## config.mk

```make
export PLATFORM = sky130hd
export DESIGN_NAME = seg_scan_ctrl
export DESIGN_NICKNAME = d
export VERILOG_FILES = /design/src/rtl/seg_scan_ctrl.sv
export SDC_FILE = /design/constraint.sdc
export NUM_CORES = 1
export LEC_CHECK = 0
export ABC_AREA = 1
export BUFFER_PORTS_ARGS = -buffer_cell sky130_fd_sc_hd__buf_4
export CAP_MARGIN = 20
export CORE_MARGIN = 2
export CORE_UTILIZATION = 40
export CTS_BUF_LIST = sky130_fd_sc_hd__clkbuf_16
export DETAILED_ROUTE_END_ITERATION = 10
export SLEW_MARGIN = 15
export SYNTH_ARGS = -nofsm -noshare
export SYNTH_HDL_FRONTEND = slang
export SYNTH_SLANG_ARGS = --single-unit
```

## constraint.sdc

```tcl
create_clock -name clk -period 3 [get_ports clk]
set_input_delay 0.6 -clock clk [delete_from_list [all_inputs] [get_ports clk]]
set_output_delay 0.6 -clock clk [all_outputs]
set_load 0.03 [all_outputs]
```

## src/rtl/seg_scan_ctrl.sv

```systemverilog
// seg_scan_ctrl: multiplexed 6-digit common-anode 7-segment scanner with a blanking gap per slot
module seg_scan_ctrl #(
    parameter int SCAN_DIV     = 50000,
    parameter int BLANK_CYCLES = 500
) (
    input  logic        clk,
    input  logic        rst,
    input  logic [23:0] disp_data,
    input  logic [5:0]  dp_mask,
    input  logic        lz_en,
    input  logic        load,
    input  logic        en,
    output logic [2:0]  bit_disp,
    output logic [7:0]  seg_data,
    output logic        busy
);
    localparam int CW = $clog2(SCAN_DIV);
    localparam logic [6:0] FONT [16] = '{
        7'h40, 7'h79, 7'h24, 7'h30, 7'h19, 7'h12, 7'h02, 7'h78,
        7'h00, 7'h10, 7'h08, 7'h03, 7'h46, 7'h21, 7'h06, 7'h0E
    };

    typedef enum logic [1:0] {IDLE, BLANK, SHOW} state_t;

    state_t        state;
    logic [CW-1:0] cnt;
    logic [2:0]    idx;
    logic [23:0]   sh_data;
    logic [5:0]    sh_dp;
    logic          sh_lz;
    logic [3:0]    nib;
    logic          lz_blank;
    logic [6:0]    glyph;

    // a digit is a leading zero when it and every digit above it are zero
    always_comb begin
        nib      = sh_data[{idx, 2'b00} +: 4];
        lz_blank = sh_lz && idx != 3'd0 && (sh_data >> {idx, 2'b00}) == 24'd0;
        glyph    = lz_blank ? 7'h7F : FONT[nib];
    end

    assign busy = state != IDLE;

    always_ff @(posedge clk) begin
        if (rst) begin
            state    <= IDLE;
            cnt      <= '0;
            idx      <= '0;
            sh_data  <= '0;
            sh_dp    <= '0;
            sh_lz    <= 1'b0;
            bit_disp <= 3'b111;
            seg_data <= 8'hFF;
        end else begin
            if (load) begin
                sh_data <= disp_data;
                sh_dp   <= dp_mask;
                sh_lz   <= lz_en;
            end
            // select and segments come from the same registered state, so they switch together
            bit_disp <= state == SHOW ? idx : 3'b111;
            seg_data <= state == SHOW ? {~sh_dp[idx], glyph} : 8'hFF;
            if (!en) begin
                state <= IDLE;
                cnt   <= '0;
                idx   <= '0;
            end else begin
                case (state)
                    IDLE: begin
                        state <= BLANK;
                        cnt   <= '0;
                        idx   <= '0;
                    end
                    BLANK: begin
                        cnt   <= cnt + 1'b1;
                        state <= cnt == CW'(BLANK_CYCLES - 1) ? SHOW : BLANK;
                    end
                    default: begin
                        if (cnt == CW'(SCAN_DIV - 1)) begin
                            state <= BLANK;
                            cnt   <= '0;
                            idx   <= idx == 3'd5 ? 3'd0 : idx + 3'd1;
                        end else begin
                            cnt <= cnt + 1'b1;
                        end
                    end
                endcase
            end
        end
    end
endmodule

```

==> results.sh, run 1 <==
export IMPL_whs_path_depth=1
export IMPL_nFillCells=778
export IMPL_power_density_nw_per_um2=554.3
export IMPL_min_period_ns=2.110
export IMPL_synth_edf_count=0
export IMPL_slew_headroom_pct=54.10
export IMPL_hold_violations=0
export IMPL_cp_arrival_ns=2.32
export IMPL_die_h_um=92.29
export IMPL_antenna_found_initial=0
export IMPL_cp_common_cell="nand2_1"
export IMPL_hold_end="cnt[0]"
export IMPL_fin_area_um2=3810
export IMPL_setup_violations=0
export IMPL_grt_pass1_wl_um=11920
export IMPL_numClockSinks=63
export IMPL_combinationalPowerShare_pct=8.0
export IMPL_cts_resized=0
export IMPL_antennaDiodeCount=0
export IMPL_rr_worst_depth=12
export IMPL_syn_inst=449
export IMPL_p_clk_share_pct=50.3
export IMPL_p_int_uw=1648
export IMPL_r2r_end="seg_data[5]"
export IMPL_worstReg2RegStart="idx[0]"
export IMPL_synth_net_count=490
export IMPL_dieArea_um2=8517
export IMPL_ir_drop_v=0.0002641
export IMPL_clk_path_buf_depth=2
export IMPL_ys_seq_area_share_pct=40.45
export IMPL_die_x_um=92.29
export IMPL_cts_tree="done"
export IMPL_numCtsBuffers=9
export IMPL_async_flop_share_pct=0
export IMPL_drt_wl_total_um=7096
export IMPL_cp_required_ns=3.21
export IMPL_coreArea_um2=7647
export IMPL_place_gp_congestion=0.8952
export IMPL_grtUsageTotal_pct=17.79
export IMPL_post_route_period_util_pct=70.34
export IMPL_p_sw_uw=463.6
export IMPL_drtIter0Drc=119
export IMPL_h_tree_depth=3
export IMPL_worst_pin_slew_ns=0.6877
export IMPL_power_total_uw=2112
export IMPL_cp_cell_sequence="inv_2 -> nor2_2 -> nand2_1 -> nand2_1 -> nand2_1 -> nand2_2 -> inv_1 -> ha_1 -> nand4_1 -> nand2_1 -> nand2_2 -> nand3_1"
export IMPL_seq_area_um2=1261
export IMPL_ant_nets=0
export IMPL_drc=0
export IMPL_fin_tns_setup_ns=0
export IMPL_min_delay_start="cnt[0]"
export IMPL_end_kind="flip-flop"
export IMPL_start_kind="flip-flop"
export IMPL_first_pass_iters=5
export IMPL_clk_pin_slew_ns=0.05
export IMPL_initial_core_util_pct=40.77
export IMPL_hold_buffers=0
export IMPL_drive_above_1_share_pct=17.30
export IMPL_slowest_delay_ns=0.51
export IMPL_synthDistinctLibCells=37
export IMPL_io_pin_count=47
export IMPL_avgViaCountPerCell=4.841
export IMPL_clock_fmax_mhz=473.9
export IMPL_cts_setup_buffers=0
export IMPL_dp_hpwl_um=5182
export IMPL_insertion_delay_ns=0.33
export IMPL_status="complete, no violations"
export IMPL_synth_area_um2=3118
export IMPL_drv_slew=0
export IMPL_skew_ns=0.004855
export IMPL_maxCapViolations=0
export IMPL_p_sw_share_pct=21.95
export IMPL_fin_util_pct=49.82
export IMPL_num_rows=32
export IMPL_hold_path_class="reg -> reg"
export IMPL_areaGrowthSynthToFinish_pct=22.19
export IMPL_ff2ff_setup_slack_ns=0.89
export IMPL_grt_pass1_vias=2614
export IMPL_crit_path_max_fanout=19
export IMPL_postPlaceCellArea_um2=3505
export IMPL_vias=2900
export IMPL_post_drt_wl_per_cell_um=11.85
export IMPL_p_seq_share_pct=41.7
export IMPL_final_nets=533
export IMPL_syn_area_per_cell_um2=6.944
export IMPL_grt_max_degree=34
export IMPL_critical_path_class="reg -> reg"
export IMPL_ys_dominant_reg_cell="dfxtp_1"
export IMPL_port_buffers=46
export IMPL_rsz0062_at_grt="false"
export IMPL_cts_root_buf="clkbuf_16"
export IMPL_power_leakage_uw=0.001647
export IMPL_overflow=0
export IMPL_yosys_warnings=0
export IMPL_ys_ff_latch=63
export IMPL_cp_slowest_cell="dfxtp_1"
export IMPL_multiInputGateArea_um2=1602
## final cells by class
type / count / share of cell area, %
timing repair buffer: 49 / 9.655
multi-input combinational: 330 / 42.04
clock inverter: 7 / 2.102
tap: 102 / 3.350
sequential: 63 / 33.10
clock buffer: 9 / 5.911
inverter: 39 / 3.842
## stage by stage
step / hold slack (ns) / setup WS, ns / cells
2_1_floorplan: 0.4287 / 1.284 / 449
3_3_place_gp: 0.4428 / 1.010 / 583
3_5_place_dp: 0.4496 / 0.9519 / 583
4_1_cts: 0.4648 / 0.9266 / 599
5_1_grt: 0.4751 / 0.6039 / 599
6_report: 0.4596 / 0.8898 / 599
## registers in the layout (all words and copies together), names as in the netlist
register	cells
bit_disp	3
cnt	16
idx	3
seg_data	8
sh_data	24
sh_dp	6
sh_lz	1
state	2
## how the worst max path moves through the flow
stage	start	slack, ns	endpoint
floorplan	idx[0]	1.28	seg_data[0]
global placement	idx[2]	1.01	seg_data[4]
detailed placement	idx[0]	0.95	seg_data[4]
CTS	idx[0]	0.93	seg_data[5]
global route	idx[0]	0.60	seg_data[0]
finish	idx[0]	0.89	seg_data[5]
## metal layers
layer / vias to the layer above / global-route usage (%) / share of wire (%) / wire (um)
met5: - / 0 / 0 / 0
met4: 0 / 4.104 / 1.1 / 81
met3: 9 / 6.347 / 5.4 / 381
met2: 78 / 28.55 / 46 / 3264
met1: 1289 / 23.04 / 47 / 3369
li1: 1524 / - / - / -
## power groups by stage
stage,registers [uW],clock network [uW],logic [uW]
after floorplan,892,0,111
after global placement,898,0,167
after detailed placement,898,0,168
after CTS,881,1090,169
after global routing,883,1130,192
final,881,1060,168
## critical path, delay by kind of cell, from the launching register on
family,cells,cell delay (ns)
buffers and inverters,2,0.31
adder cells (fa/ha/maj),1,0.24
AND/OR/NAND/NOR,9,0.92
flip-flops,1,0.51
## synth_stat cells, drive strengths merged (2+ instances only)
cell type | number | share of area [%]
a211oi | 10 | 2.4
a21oi | 26 | 4.5
buf | 9 | 2.5
clkbuf | 8 | 0.96
dfxtp | 63 | 40
ha | 6 | 2.4
inv | 39 | 4.7
nand2 | 153 | 19
nand3 | 39 | 6.7
nand4 | 3 | 0.60
nor2 | 57 | 7.3
nor3 | 7 | 1.4
nor4 | 2 | 0.40
o21ai | 10 | 1.6
or2 | 2 | 0.40
xnor2 | 2 | 0.56
xor2 | 6 | 1.7
## cell families after synthesis
family	Yosys count	share of synthesized area, %
XOR/XNOR	8	2.247
adder cells (fa/ha/maj)	6	2.408
AND/OR/NAND/NOR	264	36.48
buffers and inverters	56	8.186
flip-flops	63	40.45
AO/OA/AOI/OAI	52	10.23
## cell usage in the layout (no fill, tap or decap), drive strengths merged
| cell type | n |
|---|---|
| nand2 | 153 |
| dfxtp | 63 |
| nor2 | 57 |
| buf | 49 |
| inv | 41 |
| nand3 | 39 |
| a21oi | 26 |
| a211oi | 10 |
| o21ai | 10 |
| clkbuf | 9 |
| nor3 | 7 |
| xor2 | 6 |
| ha | 6 |
| nand4 | 3 |
| clkinv | 3 |
| nor4 | 2 |
| xnor2 | 2 |
| bufinv | 2 |
| or2 | 2 |
| o21bai | 1 |
| o211a | 1 |
| nand3b | 1 |
| a31oi | 1 |
| o211ai | 1 |
| a221o | 1 |
| o31ai | 1 |
(Power assumes the default switching activity.)
==> run 2: changes to the inputs <==
==> constraint.sdc (replaced) <==
create_clock -name clk -period 2.1 [get_ports clk]
set_input_delay 0.42 -clock clk [delete_from_list [all_inputs] [get_ports clk]]
set_output_delay 0.42 -clock clk [all_outputs]
set_load 0.03 [all_outputs]
==> run 2 against run 1 <==
  * Sequential cell count did not move
  * Wire length is 0.97% higher
  * Register-to-register slack worse by 0.64 ns
  * Sequential share of layout area down 0.51 points
  * Cell count increased by 1.2%
  * Clock power grew 46%
  * Hold slack lost 0.11 ns
==> results.sh, run 2 (synthesis gave the netlist of run 1 again) <==
export IMPL_status="complete, no violations"
export IMPL_clock_fmax_mhz=540.8
export IMPL_crit_path_max_fanout=14
export IMPL_p_seq_share_pct=41.2
export IMPL_dieArea_um2=8517
export IMPL_post_route_period_util_pct=88.05
export IMPL_ir_drop_v=0.0004978
export IMPL_drv_slew=0
export IMPL_cts_tree="done"
export IMPL_io_pin_count=47
export IMPL_overflow=0
export IMPL_coreArea_um2=7647
export IMPL_p_clk_share_pct=50.7
export IMPL_slew_headroom_pct=70.69
export IMPL_clk_pin_slew_ns=0.05
export IMPL_power_leakage_uw=0.001669
export IMPL_largest_reg_flops=24
export IMPL_combinationalPowerShare_pct=8.0
export IMPL_cp_required_ns=2.31
export IMPL_ff2ff_setup_slack_ns=0.25
export IMPL_power_density_nw_per_um2=787.6
export IMPL_post_drt_wl_per_cell_um=11.82
export IMPL_dp_cells=590
export IMPL_avgViaCountPerCell=4.866
export IMPL_critical_path_class="reg -> reg"
export IMPL_initial_core_util_pct=40.77
export IMPL_h_tree_depth=3
export IMPL_p_sw_share_pct=22.40
export IMPL_ant_nets=0
export IMPL_port_buffers=46
export IMPL_antenna_found_initial=0
export IMPL_areaGrowthSynthToFinish_pct=24.12
export IMPL_num_rows=32
export IMPL_worstReg2RegStart="idx[0]"
export IMPL_top_register="sh_data"
export IMPL_first_pass_iters=4
export IMPL_grt_max_degree=34
export IMPL_die_x_um=92.29
export IMPL_final_nets=540
export IMPL_skew_ns=0.005021
export IMPL_drive_above_1_share_pct=18.85
export IMPL_hold_end="sh_data[8]"
export IMPL_holdWs_ns=0.3540
export IMPL_drt_wl_total_um=7165
export IMPL_grtUsageTotal_pct=17.99
export IMPL_cts_root_buf="clkbuf_16"
export IMPL_dp_hpwl_um=5329
export IMPL_hold_violations=0
export IMPL_numClockSinks=63
export IMPL_hold_path_class="in -> reg"
export IMPL_grt_pass1_vias=2595
export IMPL_worst_pin_slew_ns=0.4391
export IMPL_cp_arrival_ns=2.06
export IMPL_setup_violations=0
export IMPL_die_h_um=92.29
export IMPL_end_kind="flip-flop"
export IMPL_whs_path_depth=3
export IMPL_hold_buffers=0
export IMPL_antennaDiodeCount=0
export IMPL_place_gp_congestion=0.9703
export IMPL_clk_path_buf_depth=2
export IMPL_p_int_uw=2365
export IMPL_rr_worst_depth=13
export IMPL_vias=2949
export IMPL_drtIter0Drc=127
export IMPL_grt_pass1_wl_um=12140
export IMPL_cts_setup_buffers=0
export IMPL_cts_resized=0
export IMPL_r2r_end="seg_data[4]"
export IMPL_start_kind="flip-flop"
export IMPL_final_cells=606
export IMPL_layout_commonest_cell="nand2_1"
export IMPL_min_delay_start="disp_data[8]"
export IMPL_drc=0
export IMPL_fin_util_pct=50.61
export IMPL_insertion_delay_ns=0.33
export IMPL_rsz0062_at_grt="false"
export IMPL_numCtsBuffers=9
export IMPL_maxCapViolations=0
export IMPL_min_period_ns=1.849
export IMPL_final_cell_mix="141 x nand2_1, 63 x dfxtp_1, 56 x buf_4"
export IMPL_reg_top3="sh_data x24, cnt x16, seg_data x8"
export IMPL_fin_tns_setup_ns=0
export IMPL_p_sw_uw=682.8
-- run 2: cell types whose count changed in the layout (fill, tap and decap cells not counted) --
cell / previous run / this run
buf_4: 49 / 56
inv_1: 39 / 37
clkinvlp_4: 0 / 2
-- run 2: how the worst max path moves through the flow --
stage	start	to	slack (ns)	depth (start not counted)
6_report	idx[0]	seg_data[4]	0.25	13
5_1_grt	idx[0]	seg_data[0]	0.02	13
4_1_cts	idx[0]	seg_data[4]	0.23	13
3_5_place_dp	idx[0]	seg_data[4]	0.25	13
3_3_place_gp	idx[0]	seg_data[4]	0.33	13
2_1_floorplan	idx[0]	seg_data[0]	0.38	13
-- run 2: layout make-up --
| class | count | area [um^2] |
|---|---|---|
| fillers | 767 | 3777 |
| multi-input cells | 330 | 1602 |
| flip-flops and latches | 63 | 1261 |
| repair buffers | 56 | 420.4 |
| clock buffers | 9 | 225.2 |
| inverters | 39 | 146.4 |
| well taps | 102 | 127.6 |
| clock inverters | 7 | 87.58 |
-- run 2: per-layer routing --
layer  routed length (um)  up-vias  GRT usage [%]
li1                     -     1538              -
met1                 3541     1345          24.47
met2                 3193       58          27.63
met3                  328        8          5.207
met4                  102        0          5.597
met5                    0        -              0
-- run 2: power groups by stage --
| stage | sequential, uW | combinational, uW | clock, uW |
|---|---|---|---|
| 6_report | 1260 | 245 | 1550 |
| 5_1_grt | 1260 | 278 | 1640 |
| 4_1_cts | 1260 | 246 | 1580 |
| 3_5_place_dp | 1280 | 245 | 0 |
| 3_3_place_gp | 1280 | 242 | 0 |
| 2_1_floorplan | 1270 | 158 | 0 |
-- run 2: critical path: stages (launching register included) --
cell	delay, ns
dfxtp_1	0.36
buf_4	0.21
nand2_1	0.07
nand2_1	0.07
nand2_1	0.05
nand2_1	0.05
nand2_1	0.05
nand2_1	0.15
inv_1	0.11
ha_1	0.25
nand4_1	0.10
nand2_1	0.06
nand2_2	0.13
nand3_1	0.08
-- run 2: metrics by stage --
step / area [um^2] / power, uW / worst slack (ns)
after floorplan: 3118 / 1432 / 0.3838
after global placement: 3557 / 1525 / 0.3292
after detailed placement: 3557 / 1526 / 0.2538
after CTS: 3870 / 3080 / 0.2342
after global routing: 3870 / 3174 / 0.02367
final: 3870 / 3048 / 0.2510
